[config.mk]
export PLATFORM = sky130hd
export DESIGN_NAME = sr_latch_monitor
export DESIGN_NICKNAME = d
export VERILOG_FILES = /design/src/rtl/sr_latch_monitor.sv
export SDC_FILE = /design/constraint.sdc
export NUM_CORES = 1
export LEC_CHECK = 0
export ABC_AREA = 1
export CAP_MARGIN = 20
export CORE_UTILIZATION = 30
export CTS_BUF_LIST = sky130_fd_sc_hd__clkbuf_8
export CTS_CLUSTER_DIAMETER = 100
export DETAILED_ROUTE_END_ITERATION = 16
export DONT_BUFFER_PORTS = 1
export HOLD_SLACK_MARGIN = 0.06
export PLACE_DENSITY_LB_ADDON = 0.12
export SLEW_MARGIN = 20
export SYNTH_ARGS = -nofsm -noshare
export SYNTH_HDL_FRONTEND = slang
export SYNTH_SLANG_ARGS = --single-unit
[constraint.sdc]
create_clock -name clk -period 3.93 [get_ports clk]
set_input_delay 0.786 -clock clk [delete_from_list [all_inputs] [get_ports clk]]
set_output_delay 0.786 -clock clk [all_outputs]
set_load 0.01 [all_outputs]
[src/rtl/sr_latch_monitor.sv]
// sr_latch_monitor: response-side checker that models a set/reset latch and flags q/qbar errors after a settle window.
// Ports: clk, rst_n (async active-low); set/reset = active-high latch drive; q/qbar = latch outputs (async to clk);
// clr_err = sync clear of error state; busy = settling; exp_q = model q; illegal = set and reset both high;
// err_pulse/err_sticky/err_cnt = error reporting; toggle_cnt = edges on synced q.
// Optional SR_MON_FIRST_ERR_EN adds first_err_time/first_err_kind capture of the first failing cycle.
module sr_latch_monitor #(
    parameter int SETTLE_CYC = 4,
    parameter int CNT_W      = 8
) (
    input  logic             clk,
    input  logic             rst_n,
    input  logic             set,
    input  logic             reset,
    input  logic             q,
    input  logic             qbar,
    input  logic             clr_err,
    output logic             busy,
    output logic             exp_q,
    output logic             illegal,
    output logic             err_pulse,
    output logic             err_sticky,
    output logic [CNT_W-1:0] err_cnt,
`ifdef SR_MON_FIRST_ERR_EN
    output logic [15:0]      first_err_time,
    output logic [1:0]       first_err_kind,
`endif
    output logic [CNT_W-1:0] toggle_cnt
);
    typedef enum logic {SETTLE, MONITOR} state_t;
    state_t state_q, state_d;
    logic [7:0] cnt_q, cnt_d;
    logic q_m_q, q_m_d, q_s_q, q_s_d, qbar_m_q, qbar_m_d, qbar_s_q, qbar_s_d;
    logic set_r_q, set_r_d, reset_r_q, reset_r_d;
    logic exp_q_q, exp_q_d, exp_valid_q, exp_valid_d, illegal_q, illegal_d;
    logic err_pulse_q, err_pulse_d, err_sticky_q, err_sticky_d;
    logic [CNT_W-1:0] err_cnt_q, err_cnt_d, toggle_cnt_q, toggle_cnt_d;
    logic change, mismatch, compl_err, fail;
`ifdef SR_MON_FIRST_ERR_EN
    logic [15:0] cyc_q, cyc_d, ftime_q, ftime_d;
    logic [1:0]  fkind_q, fkind_d;
`endif
    always_comb begin
        change       = {set, reset} != {set_r_q, reset_r_q};
        // compare against the registered model; q=qbar is legitimate while the model is invalid (after 11)
        mismatch     = (state_q == MONITOR) & exp_valid_q & (q_s_q != exp_q_q);
        compl_err    = (state_q == MONITOR) & exp_valid_q & (q_s_q == qbar_s_q);
        fail         = mismatch | compl_err;
        q_m_d        = q;
        q_s_d        = q_m_q;
        qbar_m_d     = qbar;
        qbar_s_d     = qbar_m_q;
        set_r_d      = set;
        reset_r_d    = reset;
        exp_q_d      = (set_r_q & ~reset_r_q) ? 1'b1 : (~set_r_q & reset_r_q) ? 1'b0 : exp_q_q;
        exp_valid_d  = (set_r_q ^ reset_r_q) ? 1'b1 : (set_r_q & reset_r_q) ? 1'b0 : exp_valid_q;
        illegal_d    = set_r_q & reset_r_q;
        state_d      = change ? SETTLE : (state_q == SETTLE && cnt_q <= 8'd1) ? MONITOR : state_q;
        cnt_d        = change ? 8'(SETTLE_CYC) : (state_q == SETTLE && cnt_q != 8'd0) ? cnt_q - 8'd1 : cnt_q;
        err_pulse_d  = fail;
        err_sticky_d = clr_err ? 1'b0 : err_sticky_q | fail;
        err_cnt_d    = clr_err ? '0 : (fail & ~&err_cnt_q) ? err_cnt_q + CNT_W'(1) : err_cnt_q;
        // q_m differs from q_s exactly when q_s is about to change
        toggle_cnt_d = toggle_cnt_q + CNT_W'(q_m_q ^ q_s_q);
`ifdef SR_MON_FIRST_ERR_EN
        cyc_d        = &cyc_q ? cyc_q : cyc_q + 16'd1;
        // a zero kind means nothing captured yet
        fkind_d      = clr_err ? 2'b00 : (fail && fkind_q == 2'b00) ? {compl_err, mismatch} : fkind_q;
        ftime_d      = clr_err ? 16'd0 : (fail && fkind_q == 2'b00) ? cyc_q : ftime_q;
`endif
    end
    always_ff @(posedge clk or negedge rst_n) begin
        if (!rst_n) begin
            state_q      <= SETTLE;
            cnt_q        <= 8'(SETTLE_CYC);
            q_m_q        <= 1'b0;
            q_s_q        <= 1'b0;
            qbar_m_q     <= 1'b1;
            qbar_s_q     <= 1'b1;
            set_r_q      <= 1'b0;
            reset_r_q    <= 1'b0;
            exp_q_q      <= 1'b0;
            exp_valid_q  <= 1'b1;
            illegal_q    <= 1'b0;
            err_pulse_q  <= 1'b0;
            err_sticky_q <= 1'b0;
            err_cnt_q    <= '0;
            toggle_cnt_q <= '0;
`ifdef SR_MON_FIRST_ERR_EN
            cyc_q        <= 16'd0;
            ftime_q      <= 16'd0;
            fkind_q      <= 2'b00;
`endif
        end else begin
            state_q      <= state_d;
            cnt_q        <= cnt_d;
            q_m_q        <= q_m_d;
            q_s_q        <= q_s_d;
            qbar_m_q     <= qbar_m_d;
            qbar_s_q     <= qbar_s_d;
            set_r_q      <= set_r_d;
            reset_r_q    <= reset_r_d;
            exp_q_q      <= exp_q_d;
            exp_valid_q  <= exp_valid_d;
            illegal_q    <= illegal_d;
            err_pulse_q  <= err_pulse_d;
            err_sticky_q <= err_sticky_d;
            err_cnt_q    <= err_cnt_d;
            toggle_cnt_q <= toggle_cnt_d;
`ifdef SR_MON_FIRST_ERR_EN
            cyc_q        <= cyc_d;
            ftime_q      <= ftime_d;
            fkind_q      <= fkind_d;
`endif
        end
    end
    assign busy       = state_q == SETTLE;
    assign exp_q      = exp_q_q;
    assign illegal    = illegal_q;
    assign err_pulse  = err_pulse_q;
    assign err_sticky = err_sticky_q;
    assign err_cnt    = err_cnt_q;
    assign toggle_cnt = toggle_cnt_q;
`ifdef SR_MON_FIRST_ERR_EN
    assign first_err_time = ftime_q;
    assign first_err_kind = fkind_q;
`endif
endmodule

==> results of run 1 <==
[cells in the final DEF (no fill, tap or decap)]
cell      netlist  routed
nor2_2          1       1
nand2_1        56      56
clkbuf_8        0       7
dfrtp_1        32      32
ha_1            9       9
o211ai_1        1       1
clkinv_1        1       1
nand3_1        19      19
nor2_1         20      20
o21ai_1         1       1
nand4_1         7       7
inv_1          24      25
nand3_4         1       1
o21a_1          1       1
xnor2_1         2       2
a21oi_1         1       1
dfstp_2         4       4
nand2_2         4       4
nand3b_1        1       1
nor2_4          4       4
o21ai_0         5       5
nor2_8          3       3
inv_2           3       3
xor2_1          8       8
o21bai_1        1       1
[where the power goes]
group,switching [uW],internal (uW),total [uW]
Clock,128,157,286
Combinational,97.8,61.6,159
Sequential,73.1,427,500
[sequential cells by signal, indices dropped and copies added, names as in the netlist]
register	cells
err_pulse	1
cnt_q	8
qbar_m_q	1
err_cnt	8
illegal	1
state_q	1
reset_r_q	1
qbar_s_q	1
q_s_q	1
exp_q	1
toggle_cnt	8
err_sticky	1
set_r_q	1
q_m_q	1
exp_valid_q	1
[routing by layer]
metal | part of all wire [%] | track usage (%) | wire length, um
met5 | 0 | 0 | 0
met4 | 2.0 | 5.89 | 70
met3 | 5.4 | 3.75 | 187
met2 | 45 | 19.7 | 1550
met1 | 48 | 16.2 | 1680
[worst max-delay path by stage]
stage,from,endpoint,slack (ns),cells after the start
floorplan,set,cnt_q[3],2.44,6
global placement,set,cnt_q[3],2.31,6
detailed placement,set,cnt_q[1],2.29,6
CTS,state_q,busy,2.26,1
global route,state_q,busy,2.23,1
finish,state_q,busy,2.29,1
[metrics by stage]
step                total power [uW]  std cells  instance area [um2]  util [%]  hold WS (ns)
floorplan                        629        209                 1850         -         0.345
global placement                 671        284                 1950      32.7         0.351
detailed placement               670        284                 1950      32.7         0.347
CTS                              966        292                 2050      34.4         0.173
global route                    1020        292                 2050      34.4         0.163
finish                           945        292                 2050      34.4         0.189
[cells by family after synthesis]
logic type | Yosys count | synth area share, %
xor gates and xnor gates | 10 | 4.72
buffers and inverters | 28 | 5.67
AOI/OAI and AO/OA | 10 | 3.10
and+or+nand+nor | 116 | 31.6
adders and majority gates | 9 | 6.07
DFF | 36 | 48.9
[layout make-up]
cell class,count,area [um2]
clock buffers,7,96.3
clock inverters,1,3.75
fillers,641,3910
inverters,28,105
multi-input cells,145,843
flip-flops and latches,36,906
well taps,75,93.8
==> out/results.tsv, run 1 <==
stage	metric	value	unit
outcome	status	finished, final reports clean	
logic_synthesis	yosys.area.top_type	dfrtp_1	
setup_path	rr_worst_depth	9	
hold_path	hp-class	in2async	
clock_network	cts.repair.resized	0	
place	io_buffers	0	
setup_path	path_delay_family	flip-flops	
routing	via_count	1272	
sta	fin_skew	0.00473	ns
setup_path	r2r_start	err_cnt[0]	
clock_network	clockBufferDepth	2	
logic_synthesis	synth_edf_count	0	
sta	post-route-period-util	41.8	%
routing	wl_per_cell	12.0	um
setup_path	rr_endpoint	err_cnt[7]	
logic_synthesis	yosysSeqAreaShare	48.9	%
setup_path	cp_max_fo	4	
cells_and_area	n_antenna_cell	0	
global_routing	grt_max_degree	37	
floorplanning	initial_utilization	31.1	%
clock_network	clock_latency	0.29	ns
routing	dr.pass1.iters	4	
global_routing	grt_antenna_before_repair	0	
logic_synthesis	synth.area.top_cells	dfrtp_1 43%, nand2_1 11%, ha_1 6.1%	
routing	avgViaCountPerCell	4.36	
floorplanning	die_y	80.6	um
routing	drtIter0Drc	32	
setup_path	regToRegSetupSlack	2.46	ns
sta	slew_viol_final	0	
logic_synthesis	synth_cell_types	24	
floorplanning	dieArea	6500	um2
floorplanning	io_pins	28	
logic_synthesis	synthCells	209	
power_and_ir_drop	power.density	461	nW/um2
global_routing	track_usage	12.7	%
cells_and_area	area_delta_synth_final	10.5	%
clock_network	ctsRootBufferMaster	clkbuf_8	
setup_path	required	3.14	ns
logic_synthesis	netlist_area	1850	um2
logic_synthesis	synth-seq-cells	36	
power_and_ir_drop	ir_drop	181	uV
clock_network	h-tree-depth	2	
place	routabilityCongestion	0.757	
floorplanning	fp-row-count	28	
place	pre_cts_ws	2.29	ns
sta	period_needed	1.64	ns
setup_path	endpoint_kind	output port	
flow_run	drv_cap	0	
clock_network	cts_setup_buffers	0	
setup_path	critPathArrivalTime	0.86	ns
logic_synthesis	syn_nets	225	
logic_synthesis	synth_warnings	0	
clock_network	numCtsBuffers	5	
routing	drc_errors	0	
setup_path	cp_cell_sequence	inv_1	
global_routing	grt_overflow	0	
logic_synthesis	synth_common_cells	56 x nand2_1, 32 x dfrtp_1, 24 x inv_1	
sta	tightest_slew	0.313	ns
logic_synthesis	yosysMostFrequentCell	nand2_1	
clock_network	clkTransAtPathRegs	0.07	ns
setup_path	max_stage_delay	0.43	ns
logic_synthesis	synth_top_area_share	43.2	%
sta	max_freq	608	MHz
clock_network	holdBufCountCts	0	
floorplanning	die_w	80.6	um
sta	relSlewSlack	79.1	%
place	hpwl	2.48	mm
clock_network	tritoncts	yes	
global_routing	grt_pass1_vias	1271	
logic_synthesis	async_flop_share	100	%
sta	tns	0	ns
sta	finalSetupViolations	0	
routing	wl	3.49	mm
setup_path	critPathLaunchType	flip-flop	
setup_path	slowest_stage	dfrtp_1	
sta	setup_ws	2.29	ns
power_and_ir_drop	total_leakage_power	0.00106	uW
clock_network	clock_sinks	36	
cells_and_area	nNetsFinal	232	
setup_path	worstSetupPathType	reg2out	
sta	grt_setup_unrepaired	false	
setup_path	critical_path_buf_inv_count	1	
cells_and_area	drive_gt1_share	12.4	%
routing	ant_nets	0	
global_routing	grt_first_pass_wirelength	6.14	mm
logic_synthesis	avgSynthCellArea	8.87	um2
floorplanning	core	5960	um2
sta	finalHoldViolCount	0	
logic_synthesis	synthFlopType	dfrtp_1	
Power figures use the tool's default switching activity.
==> run 2: changes to the inputs <==
--- a/config.mk
+++ b/config.mk
@@ -5,7 +5,7 @@
 export SDC_FILE = /design/constraint.sdc
 export NUM_CORES = 1
 export LEC_CHECK = 0
-export ABC_AREA = 1
+export ABC_AREA = 0
 export CAP_MARGIN = 20
 export CORE_UTILIZATION = 30
 export CTS_BUF_LIST = sky130_fd_sc_hd__clkbuf_8
==> constraint.sdc (replaced) <==
create_clock -name clk -period 1.65 [get_ports clk]
set_input_delay 0.33 -clock clk [delete_from_list [all_inputs] [get_ports clk]]
set_output_delay 0.33 -clock clk [all_outputs]
set_load 0.01 [all_outputs]
==> run 2 against run 1 <==
The run now ends with setup timing left. Sequential share of layout area down 3.1 points. Total power rose to 2.6 times the previous value. Clock skew up 0.0041 ns. Routed wire length up 3.0%. Critical path type is now reg2reg. Area after synthesis down 7.5%. Sequential power up 140%. Combinational power rose to 3.2 times the previous value. Cell area up 8.0%. Via count down 3.5%. Utilization up 5.8 points.
==> out/results.tsv, run 2 <==
stage	metric	value	unit	change
outcome	status	finished, violations left		
outcome	violations	setup timing		
logic_synthesis	synth-seq-cells	36		unchanged
global_routing	met1_usage	14.2	%	-2.0 points
routing	via_count	1227		-3.5%
clock_network	clkTransAtPathRegs	0.07	ns	about the same
floorplanning	dieArea	6020	um2	-7.3%
global_routing	met2_usage	21.3	%	+1.7 points
routing	avgViaCountPerCell	4.83		+11%
clock_network	numCtsBuffers	5		unchanged
cells_and_area	drive_gt1_share	33.5	%	+21 points
cells_and_area	num-fill-cells	545		-15%
sta	slew_viol_final	0		unchanged
routing	drc_errors	0		unchanged
sta	max_freq	568	MHz	
hold_path	hp-start	clr_err		
power_and_ir_drop	ir_drop	540	uV	+200%
power_and_ir_drop	total_leakage_power	0.000940	uW	-12%
hold_path	hold_end	err_cnt[3]		
setup_path	rr_worst_depth	5		-4
logic_synthesis	async_flop_share	100	%	unchanged
logic_synthesis	avgSynthCellArea	11.1	um2	+26%
floorplanning	die_y	77.6	um	-3.7%
setup_path	required	1.81	ns	-1.33 ns
logic_synthesis	synth_common_cells	32 x dfrtp_1, 9 x ha_1, 9 x inv_1, 9 x nand2_1, 9 x nor2_1		
logic_synthesis	syn_nets	170		-24%
logic_synthesis	synth_cell_types	44		+83%
hold_path	hold-path-cell-count	1		
routing	ant_nets	0		unchanged
cells_and_area	n_antenna_cell	0		unchanged
clock_network	clock_sinks	36		unchanged
cells_and_area	final_common_cell	dfrtp_1		
power_and_ir_drop	power.density	1090	nW/um2	+140%
sta	grt_setup_unrepaired	true		
global_routing	grtUsageMet3	5.06	%	+1.3 points
routing	wl	3.60	mm	+3.0%
place	pre_cts_ws	-0.154	ns	-2.45 ns
hold_path	hp-class	in2reg		
setup_path	cp-startpoint	qbar_s_q		
logic_synthesis	synth_top_area_share	46.7	%	+3.5 points
logic_synthesis	yosys.area.top_type	dfrtp_1		
routing	dr.pass1.iters	2		-2
setup_path	worstSetupPathType	reg2reg		
logic_synthesis	synth.area.top_cells	dfrtp_1 47%, ha_1 6.6%, dfstp_2 6.1%		
place	routabilityCongestion	0.845		+12%
routing	wl_per_cell	14.2	um	+18%
global_routing	top_usage_layer	met2		
cells_and_area	final_cell_mix	29 x dfrtp_1, 17 x buf_4, 9 x nand2_1, 9 x nor2_1		
clock_network	clock_latency	0.29	ns	about the same
global_routing	grt_overflow	0		unchanged
sta	relSlewSlack	78.3	%	-0.77 points
logic_synthesis	synthFlopType	dfrtp_1		
logic_synthesis	synth_edf_count	0		unchanged
flow_run	drv_cap	0		unchanged
logic_synthesis	yosysSeqAreaShare	52.8	%	+4.0 points
setup_path	critPathLaunchType	flip-flop		
clock_network	ctsRootBufferMaster	clkbuf_8		
clock_network	tritoncts	yes		
sta	period_needed	1.76	ns	
setup_path	cp_max_fo	6		+2
setup_path	regToRegSetupSlack	-0.11	ns	-2.57 ns
global_routing	grt_first_pass_wirelength	5.84	mm	-4.8%
cells_and_area	nNetsFinal	197		-15%
sta	post-route-period-util	107	%	
sta	fin_skew	0.00886	ns	+0.00413 ns
global_routing	grt_max_degree	37		unchanged
setup_path	critPathArrivalTime	1.92	ns	+1.06 ns
sta	finalSetupViolations	7		+7
floorplanning	die_w	77.6	um	-3.7%
routing	drtIter0Drc	36		+13%
floorplanning	io_pins	28		unchanged
logic_synthesis	yosysMostFrequentCell	dfrtp_1		
logic_synthesis	synth_warnings	0		unchanged
setup_path	r2r_start	qbar_s_q		
global_routing	grt_pass1_vias	1246		-2.0%
sta	setup_ws	-0.111	ns	-2.40 ns
global_routing	grt_antenna_before_repair	0		unchanged
place	io_buffers	0		unchanged
cells_and_area	post-route-util	40.2	%	+5.8 points
sta	tightest_slew	0.324	ns	+0.0112 ns
clock_network	h-tree-depth	2		unchanged
clock_network	clockBufferDepth	2		unchanged
setup_path	rr_endpoint	err_cnt[7]		
sta	finalHoldViolCount	0		unchanged
floorplanning	fp-row-count	27		-3.6%
global_routing	track_usage	12.5	%	-0.21 points
cells_and_area	area_delta_synth_final	29.0	%	
logic_synthesis	synthCells	154		-26%
floorplanning	core	5510	um2	-7.5%
sta	holdWs	0.0874	ns	-0.101 ns
logic_synthesis	netlist_area	1720	um2	-7.5%
floorplanning	initial_utilization	31.2	%	about the same
place	hpwl	2.44	mm	-1.5%
setup_path	endpoint_kind	flip-flop		
run 2: layer usage:
layer  vias to the layer above  share of wire, %
met1                       594                42
met2                        28                50
met3                         4               6.7
met5                         -                 0
li1                        601                 -
met4                         0              0.97
run 2: layout make-up:
| class | instances | area (um2) | area share (%) |
|---|---|---|---|
| Clock buffer | 7 | 96.3 | 4.36 |
| Clock inverter | 1 | 3.75 | 0.170 |
| Inverter | 10 | 37.5 | 1.70 |
| Multi-Input combinational cell | 105 | 877 | 39.6 |
| Sequential cell | 36 | 910 | 41.1 |
| Tap cell | 72 | 90.1 | 4.07 |
| Timing Repair Buffer | 23 | 198 | 8.94 |
run 2: timing repair:
| item | 4_1_cts | 5_1_grt |
|---|---|---|
| endpoints found under the setup margin | 9 | 14 |
| pin swaps | 1 | 9 |
| gates resized for setup | 2 | 25 |
| hold buffers | 3 | 3 |
| endpoints found under the hold margin | 37 | 3 |
| setup buffers | 1 | 6 |
run 2: kinds of logic (layout without fill, tap and decap cells):
kind of cell | count (synthesis) | after routing | synth area share [%]
AOI/OAI and AO/OA | 29 | 29 | 11.5
xor gates and xnor gates | 13 | 13 | 6.64
adders and majority gates | 9 | 9 | 6.56
buffers and inverters | 13 | 41 | 3.28
DFF | 36 | 36 | 52.8
muxes | 4 | 4 | 2.55
and+or+nand+nor | 50 | 50 | 16.7
run 2: worst max path at each step:
stage	end	cells past startpoint	slack, ns
5_1_grt	err_cnt[7]	5	-0.17
6_report	err_cnt[7]	5	-0.11
2_1_floorplan	err_cnt[5]	4	-0.05
4_1_cts	err_cnt[5]	4	-0.11
3_5_place_dp	err_cnt[5]	4	-0.15
3_3_place_gp	err_cnt[5]	4	-0.12
run 2: report_power, final:
group / internal [uW] / total (uW) / switching [uW]
combinational: 276 / 512 / 236
sequential: 1020 / 1220 / 195
clock: 375 / 682 / 307
run 2: worst max-delay path: stages, from the launching register on:
cell and delay (ns):
dfstp_2 0.52, and3b_1 0.16, or3_4 0.41, buf_4 0.16
o311ai_4 0.29, o41ai_2 0.11
run 2: metrics by stage:
| stage | setup TNS (ns) | instance area [um2] | total power [uW] | std cells |
|---|---|---|---|---|
| global route | -1.06 | 2210 | 2560 | 254 |
| finish | -0.533 | 2210 | 2410 | 254 |
| global placement | -0.252 | 1880 | 1580 | 234 |
| detailed placement | -0.421 | 1880 | 1600 | 234 |
| CTS | -0.396 | 2040 | 2340 | 246 |
| floorplan | -0.162 | 1720 | 1480 | 154 |
==> run 3: changes to the inputs <==
--- a/config.mk
+++ b/config.mk
@@ -9,11 +9,12 @@
 export CAP_MARGIN = 20
 export CORE_UTILIZATION = 30
 export CTS_BUF_LIST = sky130_fd_sc_hd__clkbuf_8
-export CTS_CLUSTER_DIAMETER = 100
+export CTS_CLUSTER_DIAMETER = 150
 export DETAILED_ROUTE_END_ITERATION = 16
 export DONT_BUFFER_PORTS = 1
 export HOLD_SLACK_MARGIN = 0.06
 export PLACE_DENSITY_LB_ADDON = 0.12
+export SETUP_SLACK_MARGIN = 0.15
 export SLEW_MARGIN = 20
 export SYNTH_ARGS = -nofsm -noshare
 export SYNTH_HDL_FRONTEND = slang
==> run 3 against run 2 <==
The run still ends with setup timing left. Register-to-register slack worse by 0.04 ns. Clock skew down 0.0016 ns. Sequential share of layout area down 5.1 points. Cell area up 14%. Critical endpoint is now err_cnt[5]. Critical path depth down 1. Non-clock buffer count up 20. Clock-buffer cell count down 2. Maximum frequency down 2.3%.
==> out/results.tsv, run 3 (synthesis gave the netlist of run 2 again) <==
stage	metric	value	unit	change
floorplanning	dieArea	6020	um2	unchanged
floorplanning	io_pins	28		unchanged
setup_path	cp_cell_sequence	and3b_1, or3_4, or4_4, a21oi_2		
hold_path	hp-class	in2reg		
routing	dr.pass1.iters	4		+2
cells_and_area	nNetsFinal	218		+11%
global_routing	grt_overflow	0		unchanged
cells_and_area	num-fill-cells	514		-5.7%
hold_path	hold_end	err_cnt[5]		
setup_path	cp_max_fo	5		-1
clock_network	clockBufferDepth	2		unchanged
routing	via_count	1389		+13%
setup_path	regToRegSetupSlack	-0.15	ns	-0.04 ns
floorplanning	initial_utilization	31.2	%	unchanged
power_and_ir_drop	power	2640	uW	+9.4%
outcome	status	finished, violations left		
floorplanning	die_y	77.6	um	unchanged
global_routing	grt_first_pass_wirelength	6.40	mm	+9.6%
floorplanning	core	5510	um2	unchanged
place	routabilityCongestion	0.809		-4.3%
cells_and_area	area_delta_synth_final	46.8	%	
cells_and_area	final_common_cell	dfrtp_1		
setup_path	rr_worst_depth	4		-1
cells_and_area	drive_gt1_share	44.3	%	+11 points
routing	wl	3.96	mm	+10%
cells_and_area	final_cell_mix	31 x dfrtp_1, 23 x buf_4, 13 x buf_6, 9 x nand2_1, 9 x inv_1		
sta	tightest_slew	0.359	ns	+0.0343 ns
flow_run	drv_cap	0		unchanged
hold_path	hold-path-cell-count	1		unchanged
routing	drc_errors	0		unchanged
routing	wl_per_cell	14.4	um	+1.6%
floorplanning	fp-row-count	27		unchanged
sta	grt_setup_unrepaired	true		
global_routing	grt_pass1_vias	1329		+6.7%
setup_path	critPathArrivalTime	2.02	ns	+0.10 ns
floorplanning	die_w	77.6	um	unchanged
cells_and_area	n_antenna_cell	0		unchanged
setup_path	worstSetupPathType	reg2reg		
place	io_buffers	0		unchanged
setup_path	r2r_start	qbar_s_q		
routing	drtIter0Drc	60		+67%
place	hpwl	2.37	mm	-2.8%
sta	finalSetupViolations	8		+1
setup_path	endpoint_kind	flip-flop		
clock_network	h-tree-depth	2		unchanged
hold_path	hp-start	clr_err		
setup_path	critPathLaunchType	flip-flop		
clock_network	clock_latency	0.29	ns	about the same
setup_path	rr_endpoint	err_cnt[5]		
global_routing	track_usage	13.9	%	+1.4 points
sta	relSlewSlack	76.0	%	-2.3 points
routing	ant_nets	0		unchanged
global_routing	grt_antenna_before_repair	0		unchanged
clock_network	clock_sinks	36		unchanged
clock_network	clkTransAtPathRegs	0.07	ns	about the same
power_and_ir_drop	ir_drop	540	uV	about the same
outcome	violations	setup timing		
sta	finalHoldViolCount	0		unchanged
clock_network	numCtsBuffers	5		unchanged
cells_and_area	stdcell_count	275		+8.3%
clock_network	tritoncts	yes		
sta	post-route-period-util	109	%	+2.5 points
power_and_ir_drop	power.density	1050	nW/um2	-3.9%
sta	max_freq	555	MHz	-2.3%
setup_path	max_stage_delay	0.52	ns	about the same
global_routing	grt_max_degree	37		unchanged
setup_path	slowest_stage	dfstp_2		
clock_network	ctsRootBufferMaster	clkbuf_8		
sta	slew_viol_final	0		unchanged
setup_path	required	1.87	ns	+0.06 ns
sta	period_needed	1.80	ns	+0.0408 ns
sta	setup_ws	-0.152	ns	-0.0408 ns
sta	fin_skew	0.00722	ns	-0.00164 ns
place	dp_cells	236		+0.85%
routing	avgViaCountPerCell	5.05		+4.6%
power_and_ir_drop	total_leakage_power	0.00107	uW	+14%
## run 3: worst max-delay path by stage
stage | start | end
2_1_floorplan | qbar_s_q | err_cnt[5]
4_1_cts | qbar_s_q | err_cnt[5]
3_3_place_gp | qbar_s_q | err_cnt[5]
3_5_place_dp | qbar_s_q | err_cnt[5]
5_1_grt | qbar_s_q | err_cnt[5]
6_report | qbar_s_q | err_cnt[5]
## run 3: metal layers
metal	GRT usage [%]	wire [um]
met1	16.5	1770
met2	21.6	1840
met3	5.41	252
met4	7.36	90
met5	0	0
## run 3: worst max-delay path: cells and delay by family (launching register included)
kind            cells  cell delay, ns
flops               1            0.52
simple gates        3            1.10
compound gates      1            0.12
## run 3: layout make-up
type	count	area (um2)	area share, %
Tap cell	72	90.1	3.58
Clock buffer	5	68.8	2.73
Sequential cell	36	907	36.0
Timing Repair Buffer	43	409	16.3
Clock inverter	3	16.3	0.646
Inverter	10	40.0	1.59
Multi-Input combinational cell	106	986	39.2
## run 3: metrics by stage
stage / cell area (um2) / hold slack [ns] / util, % / setup WS, ns / TNS, ns
after floorplan: 1730 / 0.0344 / - / -0.0522 / -0.151
after global placement: 1900 / 0.0352 / 34.5 / -0.126 / -0.267
after detailed placement: 1900 / 0.0356 / 34.5 / -0.150 / -0.365
after CTS: 2360 / 0.0817 / 42.9 / -0.133 / -0.576
after global routing: 2520 / 0.0708 / 45.7 / -0.189 / -1.28
final: 2520 / 0.0904 / 45.7 / -0.152 / -0.676
## run 3: timing repair
item | in CTS | in global routing
endpoints found under the hold margin | 40 | 0
endpoints found under the setup margin | 18 | 22
cloned | 1 | 0
buffers inserted | 16 | 8
resized for setup | 37 | 18
hold buffers | 6 | 0
pin swaps | 21 | 12
## run 3: power by group
group | switching [uW] | internal (uW)
registers | 214 | 1020
clock network | 317 | 289
logic | 326 | 470
